$ cat src/rtl/min_scan_pkg.sv
// Shared types and constants for the array minimum scanner.
package min_scan_pkg;

  localparam int          DATA_W      = 32;
  localparam logic [31:0] WORD_STRIDE = 32'd4;
  localparam logic [31:0] IDX_OFS     = 32'd4;
  localparam logic [31:0] MAX_OFS     = 32'd8;
  localparam logic [31:0] MAXIDX_OFS  = 32'd12;

  typedef enum logic [2:0] {
    ST_IDLE,
    ST_SCAN,
    ST_WR_MIN,
    ST_WR_IDX,
    ST_WR_MAX,
    ST_WR_MAXIDX,
    ST_DONE
  } state_t;

endpackage

$ cat src/rtl/scan_cmp_reg.sv
// Running best-value register: keeps the signed min (or max) seen so far and its index.
module scan_cmp_reg
  import min_scan_pkg::*;
#(
  parameter bit SEL_MAX = 1'b0,
  parameter int CNT_W   = 16
) (
  input  logic                     clk,
  input  logic                     rst,
  input  logic                     first,
  input  logic                     valid,
  input  logic signed [DATA_W-1:0] sample,
  input  logic        [CNT_W-1:0]  idx,
  output logic signed [DATA_W-1:0] best,
  output logic        [CNT_W-1:0]  best_idx
);

  logic better;

  // Strict compare so ties keep the earliest index.
  always_comb begin
    if (SEL_MAX) better = (sample > best);
    else         better = (sample < best);
  end

  always_ff @(posedge clk) begin
    if (rst) begin
      best     <= '0;
      best_idx <= '0;
    end else if (valid && (first || better)) begin
      best     <= sample;
      best_idx <= idx;
    end
  end

endmodule

$ cat src/rtl/array_min_scanner.sv
// Scans a word array in data memory for its signed minimum and writes value/index back.
// Define MIN_SCAN_MAX_EN to also track the signed maximum and write it after the min results.
module array_min_scanner
  import min_scan_pkg::*;
#(
  parameter logic [31:0] RESULT_ADR = 32'd2000,
  parameter int          CNT_W      = 16
) (
  input  logic             clk,
  input  logic             rst,
  input  logic             start,
  input  logic [31:0]      base_adr,
  input  logic [CNT_W-1:0] count,
  output logic [31:0]      mem_adr,
  output logic [31:0]      mem_wdata,
  output logic             mem_rd,
  output logic             mem_wr,
  input  logic [31:0]      mem_rdata,
  output logic             busy,
  output logic             done
);

  state_t state, state_nxt;

  logic [31:0]              base_q;
  logic [CNT_W-1:0]         count_q;
  logic [CNT_W-1:0]         ptr;
  logic [CNT_W-1:0]         last_ptr;
  logic                     scan_vld;
  logic                     scan_first;
  logic signed [DATA_W-1:0] rd_sample;
  logic signed [DATA_W-1:0] min_val;
  logic [CNT_W-1:0]         min_idx;

  assign rd_sample  = mem_rdata;
  assign last_ptr   = count_q - CNT_W'(1);
  assign scan_vld   = (state == ST_SCAN);
  assign scan_first = scan_vld && (ptr == '0);

  scan_cmp_reg #(.SEL_MAX(1'b0), .CNT_W(CNT_W)) u_min (
    .clk      (clk),
    .rst      (rst),
    .first    (scan_first),
    .valid    (scan_vld),
    .sample   (rd_sample),
    .idx      (ptr),
    .best     (min_val),
    .best_idx (min_idx)
  );

`ifdef MIN_SCAN_MAX_EN
  logic signed [DATA_W-1:0] max_val;
  logic [CNT_W-1:0]         max_idx;

  scan_cmp_reg #(.SEL_MAX(1'b1), .CNT_W(CNT_W)) u_max (
    .clk      (clk),
    .rst      (rst),
    .first    (scan_first),
    .valid    (scan_vld),
    .sample   (rd_sample),
    .idx      (ptr),
    .best     (max_val),
    .best_idx (max_idx)
  );
`endif

  always_ff @(posedge clk) begin
    if (rst) begin
      state <= ST_IDLE;
      ptr   <= '0;
    end else begin
      state <= state_nxt;
      if (state == ST_IDLE && start) ptr <= '0;
      else if (state == ST_SCAN)     ptr <= ptr + CNT_W'(1);
    end
  end

  // Request parameters are plain data: captured on acceptance, never reset.
  always_ff @(posedge clk) begin
    if (state == ST_IDLE && start) begin
      base_q  <= base_adr;
      count_q <= count;
    end
  end

  always_comb begin
    state_nxt = state;
    mem_adr   = '0;
    mem_wdata = '0;
    mem_rd    = 1'b0;
    mem_wr    = 1'b0;
    busy      = 1'b0;
    done      = 1'b0;
    case (state)
      ST_IDLE: begin
        if (start) state_nxt = (count != '0) ? ST_SCAN : ST_DONE;
      end
      ST_SCAN: begin
        busy    = 1'b1;
        mem_rd  = 1'b1;
        mem_adr = base_q + 32'(ptr) * WORD_STRIDE;
        if (ptr == last_ptr) state_nxt = ST_WR_MIN;
      end
      ST_WR_MIN: begin
        busy      = 1'b1;
        mem_wr    = 1'b1;
        mem_adr   = RESULT_ADR;
        mem_wdata = min_val;
        state_nxt = ST_WR_IDX;
      end
      ST_WR_IDX: begin
        busy      = 1'b1;
        mem_wr    = 1'b1;
        mem_adr   = RESULT_ADR + IDX_OFS;
        mem_wdata = 32'(min_idx);
`ifdef MIN_SCAN_MAX_EN
        state_nxt = ST_WR_MAX;
`else
        state_nxt = ST_DONE;
`endif
      end
`ifdef MIN_SCAN_MAX_EN
      ST_WR_MAX: begin
        busy      = 1'b1;
        mem_wr    = 1'b1;
        mem_adr   = RESULT_ADR + MAX_OFS;
        mem_wdata = max_val;
        state_nxt = ST_WR_MAXIDX;
      end
      ST_WR_MAXIDX: begin
        busy      = 1'b1;
        mem_wr    = 1'b1;
        mem_adr   = RESULT_ADR + MAXIDX_OFS;
        mem_wdata = 32'(max_idx);
        state_nxt = ST_DONE;
      end
`endif
      ST_DONE: begin
        done      = 1'b1;
        state_nxt = ST_IDLE;
      end
      default: state_nxt = ST_IDLE;
    endcase
  end

endmodule

$ cat config.mk
export PLATFORM = sky130hd
export DESIGN_NAME = array_min_scanner
export DESIGN_NICKNAME = d
export VERILOG_FILES = /design/src/rtl/min_scan_pkg.sv /design/src/rtl/scan_cmp_reg.sv /design/src/rtl/array_min_scanner.sv
export SDC_FILE = /design/constraint.sdc
export NUM_CORES = 1
export LEC_CHECK = 0
export BUFFER_PORTS_ARGS = -buffer_cell sky130_fd_sc_hd__buf_4
export CORE_UTILIZATION = 56
export DETAILED_ROUTE_END_ITERATION = 16
export GPL_ROUTABILITY_DRIVEN = 0
export PLACE_DENSITY = 0.83
export SETUP_SLACK_MARGIN = 0.2
export SLEW_MARGIN = 5
export SYNTH_ARGS = -nofsm -noshare
export SYNTH_HDL_FRONTEND = slang
export SYNTH_HIERARCHICAL = 1
export SYNTH_SLANG_ARGS = --single-unit
export TNS_END_PERCENT = 30
$ cat constraint.sdc
create_clock -name clk -period 4.2 [get_ports clk]
set_input_delay 0.42 -clock clk [delete_from_list [all_inputs] [get_ports clk]]
set_output_delay 0.42 -clock clk [all_outputs]
set_load 0.005 [all_outputs]
==> impl_metrics.py <==
metrics = {
    "sta": {
        "fin_setup_tns_ns": 0,
        "fmax_ghz": 0.271,
        "rsz0062_at_grt": "no",
        "finalHoldViolCount": 0,
        "relSlewSlack": 0.223,
        "worstMarginPinSlew_ns": 1.16,
        "timing.hold.ws_ns": 0.172,
        "drv_slew": 0,
        "setup_violations": 0,
        "fin_crit_sh": 0.880,
        "fin_skew_ns": 0.00948,
        "fin_crit_ns": 3.70,
    },
    "final_layout": {
        "final_layout_size_suffix_gt1_frac": 0.210,
        "syn_to_final_growth_pct": 25.5,
        "antennaDiodeCount": 0,
        "utilization": 0.726,
        "fillCellCount": 956,
        "nets": 1080,
    },
    "status": {
        "outcome": "completed",
    },
    "die": {
        "core_um2": 12700,
        "die_area_um2": 13600,
        "start_util": 0.579,
        "die_h_um": 116,
        "core.rowCount": 41,
        "dieWidth_um": 116,
        "io_pins": 151,
    },
    "logic_synthesis": {
        "synth_commonest_cells": "nand2b_1, nor2_1, dfxtp_1",
        "syn_area_per_cell_um2": 9.23,
        "synth_edf_count": 48,
        "synth.largest_area_cell": "edfxtp_1",
        "synth_top_area_share": 0.197,
        "syn-num-nets": 928,
        "ys_ff_latch": 115,
        "synth_area_um2": 7330,
        "yosys_warnings": 6,
        "seq_area_frac_synth": 0.380,
        "synth_flop_cell": "dfxtp_1",
        "yosysMostFrequentCell": "nand2b_1",
        "synth_area_leaders": "edfxtp_1, dfxtp_1, mux2i_1",
        "synthArstFlopShare": 0,
        "synth_cells": 794,
        "synth_cell_types": 63,
    },
    "worst_setup_path": {
        "crit_fanout": 7,
        "crit_chain": "ha_1 -> fa_1 -> a211oi_1 -> nor2_1 -> o21a_1 -> o41ai_1 -> o21ai_0 -> xnor2_1 -> nor2_1 -> buf_4",
        "crit_path_max_incr_delay_ns": 0.54,
        "cp_data_required_time_ns": 3.78,
        "cp_slowest_cell": "o41ai_1",
        "crit_family": "compound AO/OA/AOI/OAI gates",
        "worstSetupStartpointType": "flop",
        "endpoint_kind": "output pin",
        "cp_num_buf_inv": 1,
        "cp.arrival_ns": 3.28,
        "critical_path_class": "reg -> out",
        "cp_common_cell": "nor2_1",
    },
    "grt": {
        "grt_usage": 0.261,
        "grt-ovfl-total": 0,
        "grt_busiest_layer": "met2",
        "met3_usage": 0.0690,
        "grt_pass1_wl_um": 27200,
        "grt_start_max_net_pins": 101,
        "antenna_found_initial": 0,
        "grt_pass1_vias": 5765,
        "met1_usage": 0.334,
        "met2_usage": 0.422,
    },
    "clock_network": {
        "cts_tree": "done",
        "cts_buffers": 17,
        "cts_sinks": 115,
        "cts_setup_buffers": 0,
        "cts-resized-gates": 0,
        "cts_hold_buf": 0,
        "h-tree-depth": 4,
        "clk_pin_slew_worst_paths_ns": 0.06,
        "cts-root-buf": "clkbuf_16",
        "clk_latency_ns": 0.42,
        "max-clock-path-buffers": 2,
    },
    "drt": {
        "vias": 6178,
        "drc_errors": 0,
        "finalWirelength_um": 17200,
        "first_pass_iters": 5,
        "routedWlPerCell_um": 15.2,
        "drtIter0Drc": 474,
        "vias_per_cell": 5.46,
        "ant_nets": 0,
    },
    "pwr": {
        "vdd_drop_max_uv": 323,
        "p_leak_nw": 3.63,
        "p_per_area_nw_per_um2": 407,
    },
    "min_path": {
        "min-delay-path-class": "in -> reg",
    },
    "placement": {
        "dp_hpwl_um": 11900,
        "placement.io_buffers": 150,
    },
    "flow_run": {
        "drv_cap": 0,
    },
}
==> worst reg2reg max path, stage by stage, from the launching register on <==
cell,delay [ns]
edfxtp_1,0.45
or4_1,0.54
or4_1,0.55
a211oi_2,0.24
a21oi_1,0.06
or4_1,0.51
a2111o_1,0.35
a2111oi_2,0.35
==> layout make-up <==
cell class / count / area (µm²) / area share
Multi-Input combinational cell: 603 / 4230 / 0.460
Sequential cell: 115 / 2780 / 0.302
Timing Repair Buffer: 163 / 1220 / 0.133
Clock buffer: 19 / 433 / 0.0470
Tap cell: 172 / 215 / 0.0234
Inverter: 46 / 173 / 0.0188
Clock inverter: 13 / 141 / 0.0154
==> registers in the layout, summed over array words and instances, names as in the netlist <==
register and cells:
base_q 32, ptr 16, u_min/best 32, count_q 16, u_min/best_idx 16, state 3
==> through the flow <==
step | total power [mW] | cell area [µm²] | worst slack [ns] | instances
global placement | 2.32 | 8630 | 1.09 | 1099
CTS | 3.76 | 9200 | 0.527 | 1131
detailed placement | 2.34 | 8630 | 1.01 | 1099
global route | 3.92 | 9200 | 0.258 | 1131
floorplan | 2.00 | 7330 | 1.18 | 794
finish | 3.75 | 9200 | 0.504 | 1131
==> report_power, final <==
group          internal (mW)  switching, mW
Combinational          0.441          0.493
Sequential              1.30         0.0925
Clock                  0.918          0.500
==> routing by layer <==
metal / up-vias / routed length, µm
li1: 3079 / -
met1: 2837 / 7660
met2: 230 / 8060
met3: 32 / 1120
met4: 0 / 329
met5: - / 0
==> worst paths after layout <==
kind	depth (start not counted)	slack [ns]	to	from
worst min register to register	2	0.47	u_min/best_idx[6]	u_min/best_idx[6]
worst min-delay path	1	0.17	base_q[23]	base_adr[23]
worst max register to register	7	1.06	state[1]	count_q[0]
worst max-delay path	10	0.50	mem_adr[12]	ptr[0]
==> layout by cell type, fill, tap and decap left out, types with 3 or more instances in the layout <==
cell type | netlist | routed
buf_4 | 2 | 163
nand2b_1 | 102 | 102
nor2_1 | 81 | 80
dfxtp_1 | 67 | 67
mux2i_1 | 64 | 64
ha_1 | 50 | 50
edfxtp_1 | 48 | 48
inv_1 | 46 | 46
a21oi_1 | 36 | 36
nand2_1 | 35 | 35
xnor2_1 | 27 | 27
xor2_1 | 27 | 27
o21ai_0 | 23 | 23
and2_1 | 22 | 22
clkbuf_16 | 0 | 17
nand4_1 | 15 | 15
nand3_1 | 13 | 13
nor3_1 | 11 | 11
nor4_1 | 10 | 10
a211oi_1 | 9 | 9
o21a_1 | 8 | 8
or3_1 | 7 | 7
a21o_1 | 7 | 7
and3_1 | 5 | 5
or4_1 | 5 | 5
clkinv_1 | 0 | 4
clkinv_2 | 0 | 4
or2_2 | 3 | 3
o211ai_1 | 3 | 3
nor3b_1 | 3 | 3
bufinv_16 | 0 | 3
==> kinds of logic after synthesis <==
| family | Yosys count | synth area share |
|---|---|---|
| flops | 115 | 0.380 |
| simple gates | 323 | 0.237 |
| fa+ha+maj | 51 | 0.0881 |
| compound gates | 110 | 0.0981 |
| mux | 65 | 0.0889 |
| xor+xnor | 54 | 0.0645 |
| buf+inv | 76 | 0.0442 |
No activity file was read; power rests on OpenSTA's default activity.
